==> src/rtl/sha256_pkg.sv <==
// Shared types and constants for the SHA-256 block sequencer.
package sha256_pkg;

    localparam int WORDS_PER_BLOCK = 16;
    localparam int ADDR_W          = 4;
    localparam int IDX_W           = 5;
    localparam int BLK_CNT_W       = 8;

    typedef enum logic [2:0] {
        ST_IDLE      = 3'd0,
        ST_LOAD      = 3'd1,
        ST_FEED      = 3'd2,
        ST_START     = 3'd3,
        ST_WAIT_ME   = 3'd4,
        ST_COMP      = 3'd5,
        ST_WAIT_COMP = 3'd6,
        ST_DONE      = 3'd7
    } ctrl_state_e;

endpackage

==> src/rtl/sha256_word_buf.sv <==
// 16-word block buffer: one write port for loading, one combinational read port for replay.
module sha256_word_buf
    import sha256_pkg::*;
#(
    parameter int DATA_WIDTH = 32
) (
    input  logic                  clk,
    input  logic                  wr_en_i,
    input  logic [ADDR_W-1:0]     wr_addr_i,
    input  logic [DATA_WIDTH-1:0] wr_data_i,
    input  logic [ADDR_W-1:0]     rd_addr_i,
    output logic [DATA_WIDTH-1:0] rd_data_o
);

    logic [WORDS_PER_BLOCK-1:0][DATA_WIDTH-1:0] mem_q;

    always_ff @(posedge clk) begin
        if (wr_en_i) mem_q[wr_addr_i] <= wr_data_i;
    end

    assign rd_data_o = mem_q[rd_addr_i];

endmodule

==> src/rtl/sha256_block_ctrl.sv <==
// Block sequencer: buffers 16 words, replays them into the expander, then runs compression per block.
// Define SHA_CTRL_TIMEOUT_EN to add a per-wait-state watchdog and the sticky err output.
module sha256_block_ctrl
    import sha256_pkg::*;
#(
    parameter int DATA_WIDTH = 32
`ifdef SHA_CTRL_TIMEOUT_EN
  , parameter int TIMEOUT_CYCLES = 256
`endif
) (
    input  logic                  clk,
    input  logic                  rst_n,
    input  logic                  in_valid,
    output logic                  in_ready,
    input  logic [DATA_WIDTH-1:0] in_data,
    input  logic                  in_last,
    output logic                  me_wr_en,
    output logic [IDX_W-1:0]      me_wr_idx,
    output logic [DATA_WIDTH-1:0] me_wr_data,
    output logic                  me_start,
    input  logic                  me_done,
    output logic                  comp_start,
    output logic                  comp_first,
    input  logic                  comp_done,
    output logic                  digest_valid,
    output logic [2:0]            o_state,
    output logic [BLK_CNT_W-1:0]  o_block_cnt,
    output logic                  busy
`ifdef SHA_CTRL_TIMEOUT_EN
  , output logic                  err
`endif
);

    ctrl_state_e           state_q, state_d;
    logic [ADDR_W-1:0]     word_cnt_q, word_cnt_d;
    logic [BLK_CNT_W-1:0]  blk_cnt_q, blk_cnt_d;
    logic                  last_q, last_d;
    logic                  in_ready_q;
    logic                  buf_we;
    logic                  hs;
`ifdef SHA_CTRL_TIMEOUT_EN
    logic [8:0]            wdog_q, wdog_d;
    logic                  err_q, err_d;
`endif

    assign hs = in_valid & in_ready_q;

    // word_cnt doubles as load write pointer and feed read pointer; it is 0 whenever idle.
    sha256_word_buf #(.DATA_WIDTH(DATA_WIDTH)) u_buf (
        .clk       (clk),
        .wr_en_i   (buf_we),
        .wr_addr_i (word_cnt_q),
        .wr_data_i (in_data),
        .rd_addr_i (word_cnt_q),
        .rd_data_o (me_wr_data)
    );

    always_comb begin
        state_d      = state_q;
        word_cnt_d   = word_cnt_q;
        blk_cnt_d    = blk_cnt_q;
        last_d       = last_q;
        buf_we       = 1'b0;
        me_wr_en     = 1'b0;
        me_start     = 1'b0;
        comp_start   = 1'b0;
        comp_first   = 1'b0;
        digest_valid = 1'b0;
`ifdef SHA_CTRL_TIMEOUT_EN
        wdog_d       = '0;
        err_d        = hs ? 1'b0 : err_q;
`endif
        case (state_q)
            ST_IDLE: if (hs) begin
                buf_we     = 1'b1;
                word_cnt_d = ADDR_W'(1);
                state_d    = ST_LOAD;
            end
            ST_LOAD: if (hs) begin
                buf_we     = 1'b1;
                word_cnt_d = word_cnt_q + 1'b1;
                if (word_cnt_q == ADDR_W'(WORDS_PER_BLOCK - 1)) begin
                    last_d  = in_last;
                    state_d = ST_FEED;
                end
            end
            ST_FEED: begin
                me_wr_en   = 1'b1;
                word_cnt_d = word_cnt_q + 1'b1;
                if (word_cnt_q == ADDR_W'(WORDS_PER_BLOCK - 1)) state_d = ST_START;
            end
            ST_START: begin
                me_start = 1'b1;
                state_d  = ST_WAIT_ME;
            end
            ST_WAIT_ME: if (me_done) state_d = ST_COMP;
            ST_COMP: begin
                comp_start = 1'b1;
                comp_first = (blk_cnt_q == '0);
                state_d    = ST_WAIT_COMP;
            end
            ST_WAIT_COMP: if (comp_done) begin
                blk_cnt_d = blk_cnt_q + 1'b1;
                state_d   = last_q ? ST_DONE : ST_LOAD;
            end
            ST_DONE: begin
                digest_valid = 1'b1;
                blk_cnt_d    = '0;
                state_d      = ST_IDLE;
            end
            default: state_d = ST_IDLE;
        endcase
`ifdef SHA_CTRL_TIMEOUT_EN
        // A stalled datapath aborts the whole message.
        if ((state_q == ST_WAIT_ME && !me_done) || (state_q == ST_WAIT_COMP && !comp_done)) begin
            wdog_d = wdog_q + 1'b1;
            if (wdog_q == 9'(TIMEOUT_CYCLES - 1)) begin
                wdog_d    = '0;
                err_d     = 1'b1;
                blk_cnt_d = '0;
                state_d   = ST_IDLE;
            end
        end
`endif
    end

    always_ff @(posedge clk) begin
        if (!rst_n) begin
            state_q    <= ST_IDLE;
            word_cnt_q <= '0;
            blk_cnt_q  <= '0;
            last_q     <= 1'b0;
            in_ready_q <= 1'b0;
`ifdef SHA_CTRL_TIMEOUT_EN
            wdog_q     <= '0;
            err_q      <= 1'b0;
`endif
        end else begin
            state_q    <= state_d;
            word_cnt_q <= word_cnt_d;
            blk_cnt_q  <= blk_cnt_d;
            last_q     <= last_d;
            in_ready_q <= (state_d == ST_IDLE) || (state_d == ST_LOAD);
`ifdef SHA_CTRL_TIMEOUT_EN
            wdog_q     <= wdog_d;
            err_q      <= err_d;
`endif
        end
    end

    assign in_ready    = in_ready_q;
    assign me_wr_idx   = {1'b0, word_cnt_q};
    assign o_state     = state_q;
    assign o_block_cnt = blk_cnt_q;
    assign busy        = (state_q != ST_IDLE);
`ifdef SHA_CTRL_TIMEOUT_EN
    assign err         = err_q;
`endif

endmodule

==> config.mk <==
export PLATFORM = sky130hd
export DESIGN_NAME = sha256_block_ctrl
export DESIGN_NICKNAME = d
export VERILOG_FILES = /design/src/rtl/sha256_pkg.sv /design/src/rtl/sha256_word_buf.sv /design/src/rtl/sha256_block_ctrl.sv
export SDC_FILE = /design/constraint.sdc
export NUM_CORES = 1
export LEC_CHECK = 0
export BUFFER_PORTS_ARGS = -buffer_cell sky130_fd_sc_hd__buf_4
export CORE_ASPECT_RATIO = 1.2
export CORE_MARGIN = 2
export CORE_UTILIZATION = 55
export DETAILED_ROUTE_END_ITERATION = 6
export GPL_ROUTABILITY_DRIVEN = 0
export PLACE_DENSITY_LB_ADDON = 0.15
export SYNTH_ARGS = -nofsm -noshare
export SYNTH_HDL_FRONTEND = slang
export SYNTH_HIERARCHICAL = 1
export SYNTH_SLANG_ARGS = --single-unit
==> constraint.sdc <==
create_clock -name clk -period 7 [get_ports clk]
set_input_delay 0 -clock clk [delete_from_list [all_inputs] [get_ports clk]]
set_output_delay 0 -clock clk [all_outputs]
set_load 0.05 [all_outputs]
; ---- Word-level counts from Yosys, hierarchy flattened
; Cells that the tools add are included.
[op_classes]
n_shift = 0
mux = 25
magnitude_cmp = 2
add_sub_neg = 2
n_div = 0
n_reduce_logical = 12
eq_ne = 12
n_bitwise = 1
n_mul = 0
[ops]
columns = cell, count
row1 = $bwmux W512, 1
row2 = $bmux W32 S4, 1
row3 = $demux W32 S4, 1
row4 = $mux W32, 2
row5 = $pmux W3 S8, 1
row6 = $mux W3, 7
row7 = $pmux W8 S2, 1
row8 = $eq A3 B3 Y1 const B, 4
row9 = $pmux W4 S3, 1
row10 = $add A8 B1 Y8 const B, 1
row11 = $logic_not A8 Y1, 1
row12 = $mux W4, 2
row13 = $mux W8, 1
row14 = $mux W1, 7
row15 = $eq A3 B1 Y1 const B, 2
row16 = $eq A3 B2 Y1 const B, 2
row17 = $logic_not A3 Y1, 2
row18 = $ne A2 B2 Y1 const B, 3
row19 = $reduce_and A3 Y1, 2
row20 = $reduce_bool A3 Y1, 2
row21 = $lt A4 B5 Y1 const B, 1
row22 = $add A4 B1 Y4 const B, 1
row23 = $eq A4 B4 Y1 const B, 1
row24 = $ge A4 B1 Y1 const B, 1
row25 = 6 further kinds, 6
[word_totals]
inputBits = 38
latchBits = 0
rom_bits = 0
ramBits = 0
out_inout_bits = 55
mem_count = 0
reg_bits = 529
word_cells = 75

; ---- Depth between registers and ports, before layout
[depth]
ltp_word = 6
depth_mapped = 5
depth_no_buf = 5

; ---- Modules after synthesis
; The synthesis kept the hierarchy.
[modules_own_cells]
columns = module, instances, cells_per_inst, area_per_inst_um2, seq_area_each_um2
row1 = sha256_word_buf, 1, 811, 19218.4, 15374.7
row2 = sha256_block_ctrl, 1, 108, 930.9, 340.3

; ---- Worst setup path after synthesis
; No wires, ideal clock.
[synth_timing]
kind = register to register
from = register in_ready_q, in the netlist in_ready
to = register u_buf/mem_q[32] (netlist bit), enable pin
n_path_buf = 0
period_less_slack_ns = 4.764
slack_ns = 2.236
path_stages_with_launch = 4
setup_ns = 0.501
required_time_ns = 6.499
t_arrival_ns = 4.263
path_cell_list = dfxtp_1 and4bb_2 nand2_1 nor4_1
[synth_via]
elab_chain_cells = 3
[synth_rtl]
columns = element, line_no
row1 = from (decl), sha256_block_ctrl.sv:38  ; logic in_ready_q;
row2 = from (signal assigned), sha256_block_ctrl.sv:143  ; in_ready_q <= (state_d == ST_IDLE) || (state_d == ST_LOAD);
row3 = $and A1 B1 Y1, sha256_block_ctrl.sv:46  ; assign hs = in_valid & in_ready_q;
row4 = $mux W1, "sha256_block_ctrl.sv:74, sha256_block_ctrl.sv:79"
row5 = $mux W1, -
row6 = via buf_we, sha256_block_ctrl.sv:39  ; logic buf_we;
row7 = "to (signal, indexed assignment)", sha256_word_buf.sv:18  ; if (wr_en_i) mem_q[wr_addr_i] <= wr_data_i;
row8 = to (decl), sha256_word_buf.sv:15  ; logic [WORDS_PER_BLOCK-1:0][DATA_WIDTH-1:0] mem_q;
; The timed path passes the listed nets, and every way through them passes these cells.
; A chain may end at the register's enable or synchronous reset.

; ---- Worst setup path after layout
[layout_timing]
from = register word_cnt_q[1]
to = register last_q
[layout_via]
elab_chain_cells = 2
[layout_rtl]
columns = element, line_no
row1 = from (decl), sha256_block_ctrl.sv:35  ; logic [ADDR_W-1:0] word_cnt_q, word_cnt_d;
row2 = from (signal assigned), sha256_block_ctrl.sv:140  ; word_cnt_q <= word_cnt_d;
row3 = $eq A4 B4 Y1, sha256_block_ctrl.sv:82  ; if (word_cnt_q == ADDR_W'(WORDS_PER_BLOCK - 1)) begin
row4 = $reduce_and A3 Y1 (no line), -
row5 = to (signal assigned), sha256_block_ctrl.sv:142  ; last_q <= last_d;
row6 = to (decl), sha256_block_ctrl.sv:37  ; logic last_q, last_d;
; No other way between the ends.

==> impl_metrics.env <==
export IMPL_via_per_inst=6.079
export IMPL_io_buffers=91
export IMPL_hold_buffers=38
export IMPL_min_path_cells=5
export IMPL_cp_cell_sequence="buf_4 -> buf_4 -> ha_1 -> nand3_1 -> nor4_2 -> mux2i_1 -> dlygate4sd3_1 -> nor2b_1 -> dlygate4sd3_1"
export IMPL_cts_resized_gates=0
export IMPL_worstMarginPinSlew_ps=1282
export IMPL_multi_input_area_mm2=0.004298
export IMPL_grt_overflow_total=0
export IMPL_final_hold_viol_count=0
export IMPL_rr_startpoint="word_cnt_q[1]"
export IMPL_antenna_found_initial=0
export IMPL_pre_cts_ws_ps=3617
export IMPL_nNetsFinal=1117
export IMPL_critPathTopFamily="buffers and inverters"
export IMPL_hold_path_class="input port to register"
export IMPL_start_util_pct=55.91
export IMPL_synth_seq_cells=529
export IMPL_cts_setup_buffers=0
export IMPL_crit_required_ps=7440
export IMPL_cts_tree="built"
export IMPL_grt_start_max_net_pins=63
export IMPL_setup_slack_ps=2632
export IMPL_h_tree_depth=2
export IMPL_die_x_um=178.7
export IMPL_ff2ff_path_depth=9
export IMPL_fmax_mhz=228.9
export IMPL_route_detailed_drc=0
export IMPL_std_cell_rows=76
export IMPL_ys_seq_area_share_pct=77.99
export IMPL_layout_drive_gt1_share_pct=31.51
export IMPL_finalSetupViolCount=0
export IMPL_avgSynthCellArea_um2=21.93
export IMPL_async_reset_ff_share_pct=0
export IMPL_leakage_nw=7.419
export IMPL_grt_first_pass_wirelength_um=60820
export IMPL_cts_root_buf="clkbuf_16"
export IMPL_grt_pass1_vias=9969
export IMPL_status="finished clean"
export IMPL_rsz0062_at_grt="false"
export IMPL_drtPass1Iterations=5
export IMPL_cap_violations=0
export IMPL_synth_largest_area_cell="edfxtp_1"
export IMPL_cts_buffers=51
export IMPL_final_seq_area_mm2=0.01572
export IMPL_slowest_stage="buf_4"
export IMPL_ys_flop_type="edfxtp_1"
export IMPL_start_kind="register"
export IMPL_synth_most_common_cell="edfxtp_1"
export IMPL_period_needed_ps=4368
export IMPL_synth_edf_count=512
export IMPL_peakVddDrop_mv=0.2552
export IMPL_synth_cell_types=41
export IMPL_path_clk_slew_ps=60
export IMPL_num_antenna_cells=0
export IMPL_wl_per_cell_um=25.49
export IMPL_cp_max_fo=62
export IMPL_path_buf_inv=4
export IMPL_min_period_over_period_pct=62.40
export IMPL_slowest_delay_ps=770
export IMPL_grt_total_usage_pct=21.90
export IMPL_reg2reg_to="last_q"
export IMPL_power_density_mw_per_mm2=274.7
export IMPL_synthTopCellsByCount="edfxtp_1, mux4_2, a22oi_1, nand2_1, clkbuf_1"
export IMPL_dp_cells=1453
export IMPL_clkSinkCount=529
export IMPL_dp_hpwl_um=22130
export IMPL_insertion_delay_ps=570
export IMPL_critPathArrivalTime_ps=4810
export IMPL_worst_clock_skew_ps=17.30
export IMPL_synth_cells=919
export IMPL_syn_area_mm2=0.02015
export IMPL_netlist_area_leader_share_pct=76.30
export IMPL_path_class="register to register"
export IMPL_setup_tns_final_ps=0
export IMPL_die_area_mm2=0.03819
export IMPL_synthTopCellsByArea="edfxtp_1, mux4_2, a22oi_1, dfxtp_1, nand2_1"
export IMPL_finalNonFillerCells=1582
export IMPL_routed_wl_um=40330
export IMPL_r2r_slack_ps=2630
export IMPL_maxSlewHeadroom_pct=14.31
export IMPL_detail_route_antenna_nets=0
export IMPL_synth_warning_count=6
export IMPL_num_vias=9617
export IMPL_hold_start="me_done"
export IMPL_areaGrowthSynthToFinish_pct=16.71
export IMPL_coreArea_mm2=0.03604
export IMPL_timing_final_max_slew_violations=0
export IMPL_synth_nets=960
export IMPL_chipHeight_um=213.7
export IMPL_n_fill_cell=2372
export IMPL_cts_buffer_depth=3
export IMPL_end_kind="register"
export IMPL_holdWs_ps=48.20
export IMPL_hold_path_endpoint="o_state[0]"
export IMPL_drt_iter0_drc=756
export IMPL_pin_count=93
[area by class of cell]
class	instances	area share, %
Multi-Input combinational cell	336	18.28
Sequential cell	529	66.86
Tap cell	468	2.490
Clock inverter	30	1.160
Timing Repair Buffer	153	5.289
Inverter	5	0.07981
Clock buffer	61	5.847
[metrics by stage]
stage               power [W]  area [um^2]  util, %
detailed placement   0.003853        21490    59.62
CTS                  0.006522        23520    65.25
global placement     0.003850        21490    59.62
finish               0.006460        23520    65.25
floorplan            0.003747        20150        -
global route         0.006659        23520    65.25
[worst max-delay path by stage]
stage / cells past startpoint / start / end / slack, ps
2_1_floorplan: 3 / in_ready / u_buf/mem_q[32] / 2240
3_3_place_gp: 5 / word_cnt_q[1] / word_cnt_q[1] / 3590
3_5_place_dp: 3 / word_cnt_q[0] / u_buf/mem_q[254] / 3620
4_1_cts: 9 / word_cnt_q[1] / last_q / 2580
5_1_grt: 9 / word_cnt_q[1] / last_q / 2330
6_report: 9 / word_cnt_q[1] / last_q / 2630
[cells in the final DEF, fill, tap and decap left out, drive strengths merged, types with 9 or more instances in the layout]
master	netlist	routed
edfxtp	512	512
mux4	128	128
buf	29	115
a22oi	65	65
clkbuf	20	61
nand2	46	46
dlygate4sd3	0	38
clkinv	0	18
dfxtp	17	17
nor2	15	15
nor3	11	11
nor2b	9	9
inv	5	9
[power breakdown]
part           switching [W]  internal (W)  leakage (nW)
registers          0.0000130       0.00348          4.75
clock network        0.00111       0.00155         0.806
logic               0.000172      0.000127          1.86
[state kept, by name, summed over array words and instances, names as in the netlist]
name / cells
last_q: 1
o_block_cnt: 8
word_cnt_q: 4
o_state: 3
in_ready: 1
u_buf/mem_q: 512
[worst reg2reg max path: stages (launching register included)]
cell and delay [ps]:
dfxtp_4 760, buf_4 570, buf_4 780, ha_1 340, nand3_1 110, nor4_2 280
mux2i_1 230, dlygate4sd3_1 570, nor2b_1 50, dlygate4sd3_1 550
[kinds of logic after synthesis]
logic type | count (synthesis) | share of synthesized area, %
flops | 529 | 77.99
mux | 129 | 14.36
simple gates | 111 | 2.819
compound gates | 87 | 3.130
buf+inv | 54 | 1.279
xor+xnor | 5 | 0.2174
fa+ha+maj | 3 | 0.1863
other cells | 1 | 0.01861
[routing by layer]
metal	track usage, %	wire (um)	up-vias
met5	0	0	-
met4	5.411	688	0
met3	2.784	1840	51
met2	37.24	20800	276
met1	30.73	16990	5100
li1	-	-	4190
No activity file was read; power rests on OpenSTA's default activity.
